$ cat src/rtl/instruction_fetch.sv
`default_nettype none
// ============================================================================
// Module      : instruction_fetch
// Description : Program counter and fetch stage. Addresses a combinational
//               program ROM, captures the returned word into an instruction
//               register handed to decode over valid/ready, follows branch
//               redirects and stops fetching after a HALT is consumed.
// Revision    : 1.0 - initial release
// ============================================================================
module instruction_fetch #(
  parameter int                ADDR_W   = 4,
  parameter int                INSTR_W  = 8,
  parameter logic [ADDR_W-1:0] RESET_PC = '0,
  parameter logic [3:0]        HALT_OP  = 4'b0111,
  parameter int                CNT_W    = 8
) (
  input  logic               clk,
  input  logic               rst_n,
  output logic [ADDR_W-1:0]  imem_addr,
  input  logic [INSTR_W-1:0] imem_instr,
  output logic               ir_valid,
  input  logic               ir_ready,
  output logic [INSTR_W-1:0] ir_instr,
  output logic [ADDR_W-1:0]  ir_pc,
  input  logic               branch_taken,
  input  logic [ADDR_W-1:0]  branch_target,
  output logic               halted,
  output logic [CNT_W-1:0]   fetch_cnt
);

  localparam logic [CNT_W-1:0]  C_CNT_MAX = '1;
  localparam logic [ADDR_W-1:0] C_PC_ONE  = {{(ADDR_W-1){1'b0}}, 1'b1};

  typedef enum logic [1:0] {
    ST_RUN       = 2'd0,
    ST_HALT_PEND = 2'd1,
    ST_HALTED    = 2'd2
  } state_t;

  state_t              state_q,    state_d;
  logic [ADDR_W-1:0]   pc_q,       pc_d;
  logic                ir_valid_q, ir_valid_d;
  logic [INSTR_W-1:0]  ir_instr_q, ir_instr_d;
  logic [ADDR_W-1:0]   ir_pc_q,    ir_pc_d;
  logic                halted_q,   halted_d;
  logic [CNT_W-1:0]    cnt_q,      cnt_d;

  logic                accept;
  logic                slot_free;
  logic                is_halt;

  assign accept    = ir_valid_q & ir_ready;
  assign slot_free = ~ir_valid_q | accept;
  assign is_halt   = (imem_instr[INSTR_W-1 -: 4] == HALT_OP);

  // Next-state logic: redirect dominates, otherwise the fetch FSM decides.
  always_comb begin
    state_d    = state_q;
    pc_d       = pc_q;
    ir_valid_d = ir_valid_q;
    ir_instr_d = ir_instr_q;
    ir_pc_d    = ir_pc_q;
    halted_d   = halted_q;
    cnt_d      = cnt_q;

    // Delivered-instruction counter; counts an accept even during a redirect.
    if (accept && (cnt_q != C_CNT_MAX)) begin
      cnt_d = cnt_q + {{(CNT_W-1){1'b0}}, 1'b1};
    end

    if (branch_taken) begin
      // Flush the IR and restart at the target; cancels any pending HALT.
      pc_d       = branch_target;
      ir_valid_d = 1'b0;
      state_d    = ST_RUN;
      halted_d   = 1'b0;
    end else begin
      unique case (state_q)
        ST_RUN: begin
          if (slot_free) begin
            ir_instr_d = imem_instr;
            ir_pc_d    = pc_q;
            ir_valid_d = 1'b1;
            if (is_halt) begin
              // Park the PC on the HALT so nothing beyond it is fetched.
              state_d = ST_HALT_PEND;
            end else begin
              pc_d = pc_q + C_PC_ONE;
            end
          end
        end
        ST_HALT_PEND: begin
          if (accept) begin
            ir_valid_d = 1'b0;
            halted_d   = 1'b1;
            state_d    = ST_HALTED;
          end
        end
        ST_HALTED: begin
          // Fetch idle until a redirect or reset.
        end
        default: begin
          state_d = ST_RUN;
        end
      endcase
    end
  end

  // State and output registers with asynchronous reset.
  always_ff @(posedge clk or negedge rst_n) begin
    if (!rst_n) begin
      state_q    <= ST_RUN;
      pc_q       <= RESET_PC;
      ir_valid_q <= 1'b0;
      ir_instr_q <= '0;
      ir_pc_q    <= '0;
      halted_q   <= 1'b0;
      cnt_q      <= '0;
    end else begin
      state_q    <= state_d;
      pc_q       <= pc_d;
      ir_valid_q <= ir_valid_d;
      ir_instr_q <= ir_instr_d;
      ir_pc_q    <= ir_pc_d;
      halted_q   <= halted_d;
      cnt_q      <= cnt_d;
    end
  end

  assign imem_addr = pc_q;
  assign ir_valid  = ir_valid_q;
  assign ir_instr  = ir_instr_q;
  assign ir_pc     = ir_pc_q;
  assign halted    = halted_q;
  assign fetch_cnt = cnt_q;

endmodule
`default_nettype wire

$ cat config.mk
export PLATFORM = sky130hd
export DESIGN_NAME = instruction_fetch
export DESIGN_NICKNAME = d
export VERILOG_FILES = /design/src/rtl/instruction_fetch.sv
export SDC_FILE = /design/constraint.sdc
export NUM_CORES = 1
export LEC_CHECK = 0
export CORE_MARGIN = 2
export CORE_UTILIZATION = 45
export CTS_CLUSTER_DIAMETER = 30
export DETAILED_ROUTE_END_ITERATION = 7
export PLACE_DENSITY = 0.78
export SETUP_SLACK_MARGIN = 0.02
export SKIP_LAST_GASP = 1
export SYNTH_ARGS = -nofsm -noshare
export SYNTH_HDL_FRONTEND = slang
export SYNTH_SLANG_ARGS = --single-unit
$ cat constraint.sdc
create_clock -name clk -period 1.6 [get_ports clk]
set_input_delay 0.16 -clock clk [delete_from_list [all_inputs] [get_ports clk]]
set_output_delay 0.16 -clock clk [all_outputs]
set_load 0.05 [all_outputs]
Yosys cells after proc, flatten, opt, wreduce, memory -nomap -nowiden
Index checks and enable logic that the tools add are counted.
{"block": "classes", "add_sub_neg": 2, "n_eq_ne": 9, "muxes": 16, "n_bitwise": 4, "reduce_logical": 12}
{"cell": "two-way mux 4 bit", "count": 4}
{"cell": "!= test 3 bit (second input constant)", "count": 3}
{"cell": "AND reduction 3 bit", "count": 3}
{"cell": "adder 8 x 1 -> 8 bit (second input constant)", "count": 1}
{"cell": "two-way mux 2 bit", "count": 4}
{"cell": "!= test 8 bit (second input constant)", "count": 1}
{"cell": "nonzero test 2 bit", "count": 4}
{"cell": "two-way mux 1 bit", "count": 6}
{"cell": "case mux 2 bit (3 select lines)", "count": 1}
{"cell": "adder 4 x 1 -> 4 bit (second input constant)", "count": 1}
{"cell": "== test 4 x 3 -> 1 bit (second input constant)", "count": 1}
{"cell": "!= test 2 bit (second input constant)", "count": 2}
{"cell": "AND reduction 4 bit", "count": 1}
{"cell": "nonzero test 3 bit", "count": 1}
{"cell": "== test 2 x 1 -> 1 bit (second input constant)", "count": 1}
{"cell": "== test 2 bit (second input constant)", "count": 1}
{"cell": "logical NOT 2 bit", "count": 1}
{"cell": "NOT 1 bit", "count": 2}
{"cell": "case mux 1 bit (2 select lines)", "count": 1}
{"cell": "AND reduction 2 bit", "count": 1}
{"cell": "AND 1 bit", "count": 1}
{"cell": "logical AND 1 bit", "count": 1}
{"cell": "OR 1 bit", "count": 1}
{"block": "totals", "reg_bits": 28, "in_bits": 16, "output_inout_bits": 26, "word_cells": 50}

Logic depth before layout (Yosys ltp)
{"block": "logic_depth", "depth_word": 5, "mapped_depth": 5, "ltp_nobuf": 5}

Least setup slack after synthesis
OpenSTA, ideal clock, no wires.
{"block": "synth_path", "path_kind": "reg2reg", "from": "register cnt_q[3] (netlist: fetch_cnt[3])", "to": "register cnt_q[1] (netlist: fetch_cnt[1])", "arrival_ns": 1.596, "slack_ns": -0.124, "path_stages_with_launch": 5, "period_less_slack_ns": 1.724, "path_cell_list": "dfrtp_1 and4_4 nand4_2 nand3_1 mux2_1"}
{"block": "synth_between", "elab_chain_cells": 2}
{"element": "from (decl)", "line_no": "46", "rtl": "logic [CNT_W-1:0] cnt_q, cnt_d;"}
{"element": "from (signal assigned)", "line_no": "126", "rtl": "cnt_q <= cnt_d;"}
{"element": "!= test 8 bit", "line_no": "67", "rtl": "if (accept && (cnt_q != C_CNT_MAX)) begin"}
{"element": "logical AND 1 bit", "line_no": "67"}
Every way passes these cells.
A chain may end at the register's enable or synchronous reset.

Worst setup path after layout
Ends and elaborated chain as after synthesis.

==> run summary <==
The run finished with clean final reports. Once detail routing completed, the nets flagged for antenna violations numbered 0. During placement, the flow inserted port buffers numbering 41. The multi-input combinational cells in the finished layout cover a total of 582 µm². The register bit total from synthesis came out at 28. 0 antenna diodes ended up in the layout. The worst setup path is of the reg2reg kind.

The total number of vias is 949. The final design area excluding fillers is 0.00178 mm². The highest cell delay on the worst timing path came out at 450 ps. The final critical path takes up 89.1% of the cycle. The post-synthesis instance area is 0.00131 mm². The most critical setup path has its endpoint at fetch_cnt[1].

The static power due to leakage is 0.000827 µW. The arrival time of the worst setup path is 1650 ps. The number of cell rows is 19. The post-cts resize count came out at 0. TritonCTS built the clock tree. The share of layout cells above drive strength 1 is 42.7%.

The maximum clock skew at final layout came out at 2.86 ps. The first global-routing pass estimated 4550 µm of wire. The post-place setup slack is 31.1 ps. The largest net degree at the start of global routing is 29. In this run, CTS created clock tree buffers numbering 3.

The share of async-settable or async-resettable flops after synthesis came out at 100%. The worst setup path is captured at a flip-flop. The via count of the first global-routing pass is 974. The clock-pin slew of the registers on the worst-case setup and hold paths came out at 150 ps. Setup repair after global routing left no endpoint under its margin. The final hold violation count came out at 0. The layout net count came out at 169. The type of origin of the critical path is a flip-flop. Synthesis produced 101 cells. The peak supply drop is 960 µV.

The maximum number of buffers from clock root to sink is 2. The signal on the critical path passes through and4_4, nand4_2, nand3_1, mux2_1. Yosys printed 0 warnings. The critical path starts at fetch_cnt[3].

In this run the critical register-to-register path is launched from fetch_cnt[3]. The worst slew margin relative to its limit is 76.9%. The global routing usage summed across all routing layers is 17.4%. The power density over the cells is 1420 mW/mm². In this run, the number of DRC markers left after iteration 0 of detailed routing was 19. The overall power after layout came out at 2540 µW. The die footprint came out at 0.00336 mm². After floorplanning, the core was sized to cover 0.00276 mm². Across all setup checks in the final design, the least slack found is 174 ps. The total length of routed wires came out at 2620 µm. The number of antenna violations at the first check in global routing came out at 0. The number of search-and-repair iterations in the first detailed-routing pass is 4. The mean area per synthesized cell is 13.0 µm². The remaining global-route overflow is 0. The post-route core utilization is 64.7%. The cell sitting at the root of the clock tree is a clkbuf_4. The minimum period implied by the final worst setup slack came out at 1430 ps. Counting flops with a built-in enable in the synthesized netlist gives 0. The required time reported for the critical path endpoint is 1820 ps. The classification of the worst-slack hold path is in2async. The die width came out at 58.0 µm. The average wire per cell in the routed design is 14.5 µm. The half-perimeter wire length of the detailed placement result is 1990 µm.

The sum of negative setup slack is 0 ps. The initial core utilization came out at 47.5%. The cell area reported after detailed placement is 0.00175 mm². The number of max-capacitance violations reported came out at 0. The number of setup violations in the final report came out at 0. For this run, the register share of the synthesized area comes to 53.5%.

The die extent in y came out at 58.0 µm. Across the whole layout, storage elements account for 708 µm². The clock network latency to the later pin of the worst-skew pair came out at 320 ps. Measured in cells, the most critical reg-to-reg path has a length of 4. During I/O placement, the number of pins put on the boundary was 42. The count of different cell masters after synthesis came out at 30.

The layout has 230 filler cells. The final weighted congestion in routability-driven placement came out at 0.759. The area added between synthesis and finish came out at 36.2%. The DRC violation count after routing is 0.

The net count after synthesis is 119. The slew at the pin closest to its max-slew limit came out at 347 ps. In this run the worst path has a maximum fanout of 6. Among all flip-flop cells after synthesis, the most frequent one is dfrtp_1. In this run the critical register-to-register path is captured at fetch_cnt[1]. The number of post-CTS setup repair buffers is 0. The deepest level of the CTS H-tree is 1. The final-report max-slew violation count is 0.

Setup slack on the worst reg-to-reg path comes out at 170 ps. Clock tree synthesis found a total of 28 sinks. The number of buffers added to fix hold violations after cts is 0. Dividing the detail-routed via count by the number of cells gives 5.24. The maximum frequency from static timing analysis came out at 701 MHz. The slowest stage of the critical path belongs to the cell dfrtp_2.
[critical path, delay by kind of cell (launching register included)]
kind          cells  cell delay, ps
flops             1             450
simple gates      3             540
mux               1             330
[cell usage in the layout, fill, tap and decap left out, types with 3 or more instances in the layout]
master,n
a21oi_1,3
dfrtp_1,22
nand4_1,4
xnor2_1,7
nand2_1,7
o21ai_0,3
nor2_1,5
clkbuf_4,3
dfrtp_2,6
mux2_2,4
mux2_4,10
nand3_1,6
buf_4,30
clkdlybuf4s50_1,15
[where the power goes]
group          switching, µW  leakage (µW)  internal, µW
combinational            740      0.000469           426
sequential               165      0.000336           867
clock                    203     0.0000210           139
[registers in the layout, indices dropped and copies added (netlist names)]
signal	cells
fetch_cnt	8
imem_addr	4
ir_valid	1
ir_instr	8
state_q	2
halted	1
ir_pc	4
[cell usage after synthesis (2+ instances only)]
cell type	number	share of area (%)
nand3_1	6	2.3
nand4_1	4	1.9
nor2_1	5	1.4
mux2_4	10	11
a21oi_1	3	1.1
mux2_2	4	3.4
o21ai_0	3	1.1
nand2_1	7	2.0
xnor2_1	7	4.7
nor3_1	2	0.76
nor2_4	2	1.7
ha_1	2	1.9
dfrtp_1	28	53
xor2_1	2	1.3
[metal layers]
metal | routed length (µm) | part of all wire, % | track usage, % | vias to the layer above
met3 | 89 | 3.4 | 2.01 | 2
met1 | 1160 | 44 | 26.1 | 477
met4 | 17 | 0.65 | 4.65 | 0
met5 | 0 | 0 | 0 | -
met2 | 1350 | 52 | 27.1 | 16
li1 | - | - | - | 454
[area by class of cell]
type | count | area share (%)
clock buffers | 4 | 2.03
inverters | 1 | 0.210
multi-input cells | 70 | 32.6
flip-flops and latches | 28 | 39.7
well taps | 31 | 2.17
repair buffers | 47 | 23.3
[per-stage QoR]
stage                     hold slack [ps]  cells
after floorplan                      -136    101
after global routing                  211    181
after detailed placement              497    177
final                                 193    181
after global placement                485    177
after CTS                             213    181
[logic make-up after synthesis]
kind of cell             count (synthesis)  share of synthesized area [%]
AND/OR/NAND/NOR                         35                           16.5
flip-flops                              28                           53.5
multiplexers                            16                           16.5
XOR/XNOR                                 9                           6.02
AO/OA/AOI/OAI                            8                           3.44
buffers and inverters                    3                           2.10
adder cells (fa/ha/maj)                  2                           1.91
[worst min-delay path by stage]
stage                         from      endpoint  slack [ps]
final                        rst_n  fetch_cnt[0]         190
after global routing         rst_n  fetch_cnt[7]         210
after CTS                    rst_n  fetch_cnt[7]         210
after detailed placement  ir_pc[0]      ir_pc[0]         500
after global placement      halted        halted         490
after floorplan              rst_n  fetch_cnt[0]        -140
(Power assumes the default switching activity.)
==> RTL edit (same settings) <==
`INSTR_W`: 8 -> 12.
--- a/src/rtl/instruction_fetch.sv
+++ b/src/rtl/instruction_fetch.sv
@@ -11,3 +11,3 @@
   parameter int                ADDR_W   = 4,
-  parameter int                INSTR_W  = 8,
+  parameter int                INSTR_W  = 12,
   parameter logic [ADDR_W-1:0] RESET_PC = '0,
Ports: changed (resized imem_instr and ir_instr); port bits go from 42 to 50. The function was not compared with the original's and may differ.
==> RTL edit against the original RTL <==
- die area increased by 16%
- combinational power up 14%
- power grew 22%
- sequential cell count grew 4
- first-iteration DRC count is 63% higher
- synthesized cell count up 22%
- sequential power is 14% higher
- non-clock buffer count increased by 14
- wire length is 27% higher
- cell area increased by 22%
- critical path depth unchanged
- area after synthesis increased by 17%
- setup slack got worse by 0.074 ns
- maximum frequency down 4.9%
- largest cell class unchanged
==> RTL edit: results <==
[place]
place_area_um2 = 2070
pre_cts_slack_ns = -0.105
gp_congestion = 0.793
place_hpwl_um = 2410
numPortBuffers = 49

[setup_path]
timing.rr.start = "state_q[1]"
cp.arrival_ns = 1.72
path_max_fanout = 8
r2r_end = "ir_pc[3]"
reg2reg_slack_ns = 0.10

[power_and_ir_drop]
ir_drop_mv = 0.606
leakagePower_nw = 0.982
switching_share_pct = 42.0
comb_power_share_pct = 42.7
powerClk_uw = 617

[clock_network]
insertion_delay_ns = 0.34
htree_levels = 2
clkTransAtPathRegs_ns = 0.10
cts_root_buf = "clkbuf_4"
numCtsBuffers = 5

[yosys]
postSynthAreaPerCell_um2 = 12.5
yosys-top-cells-area = "dfrtp_1, mux2_4, mux2_2, o311ai_0, nand2_1"
synth-seq-area-share_pct = 52.1
ys_types = 39
syn-num-nets = 145
synth_common_cells = "dfrtp_1, mux2_4, mux2_2"

[routing]
wl_met3_um = 191
drtIter0Drc = 31
wl_met1_um = 1410
drt_wl_total_um = 3330
viasPerCell = 5.30
met2WireLength_um = 1670

[status]
status = "complete, no violations"

[sta]
slew_headroom_pct = 74.8
fin_crit_ns = 1.50
holdWs_ns = 0.193
skew_ns = 0.00827

[global_routing]
grt_pass1_wl_um = 5660
globalRouteMet2Util_pct = 29.0
grtUsageMet3_pct = 6.31
grt_use_total_pct = 18.4
use_met1_pct = 23.5
grt_max_degree = 33

[cells_and_area]
fin_cells = 234
fill_cells = 279
finalNetCount = 209
drive_above_1_share_pct = 41.5
antenna_cells = 0
[RTL edit: timing repair]
action,in CTS,in global routing
hold buffers,0,0
gates resized for setup,0,1
buffers inserted,0,0
endpoints found under the setup margin,0,4
hold endpoints to repair,0,0
[RTL edit: worst max-delay path, cell delays in order (launching register included)]
cell	delay [ns]
dfrtp_1	0.38
or2_1	0.28
nor3_4	0.23
buf_12	0.17
mux2_2	0.33
[RTL edit: cell families (layout without fill, tap and decap cells)]
group	Yosys count	after routing	synth area share, %
AND/OR/NAND/NOR	37	37	14.4
multiplexers	20	20	17.0
AO/OA/AOI/OAI	20	20	9.36
flip-flops	32	32	52.1
XOR/XNOR	3	3	1.71
adder cells (fa/ha/maj)	2	2	1.63
buffers and inverters	9	74	3.82
[RTL edit: area by class of cell]
class	count	area (um^2)	area share (%)
inverter	5	18.8	0.860
sequential	32	808	37.0
timing repair buffer	61	536	24.5
clock buffer	5	37.5	1.72
tap	46	57.6	2.64
clock inverter	3	42.5	1.95
multi-input combinational	82	682	31.3
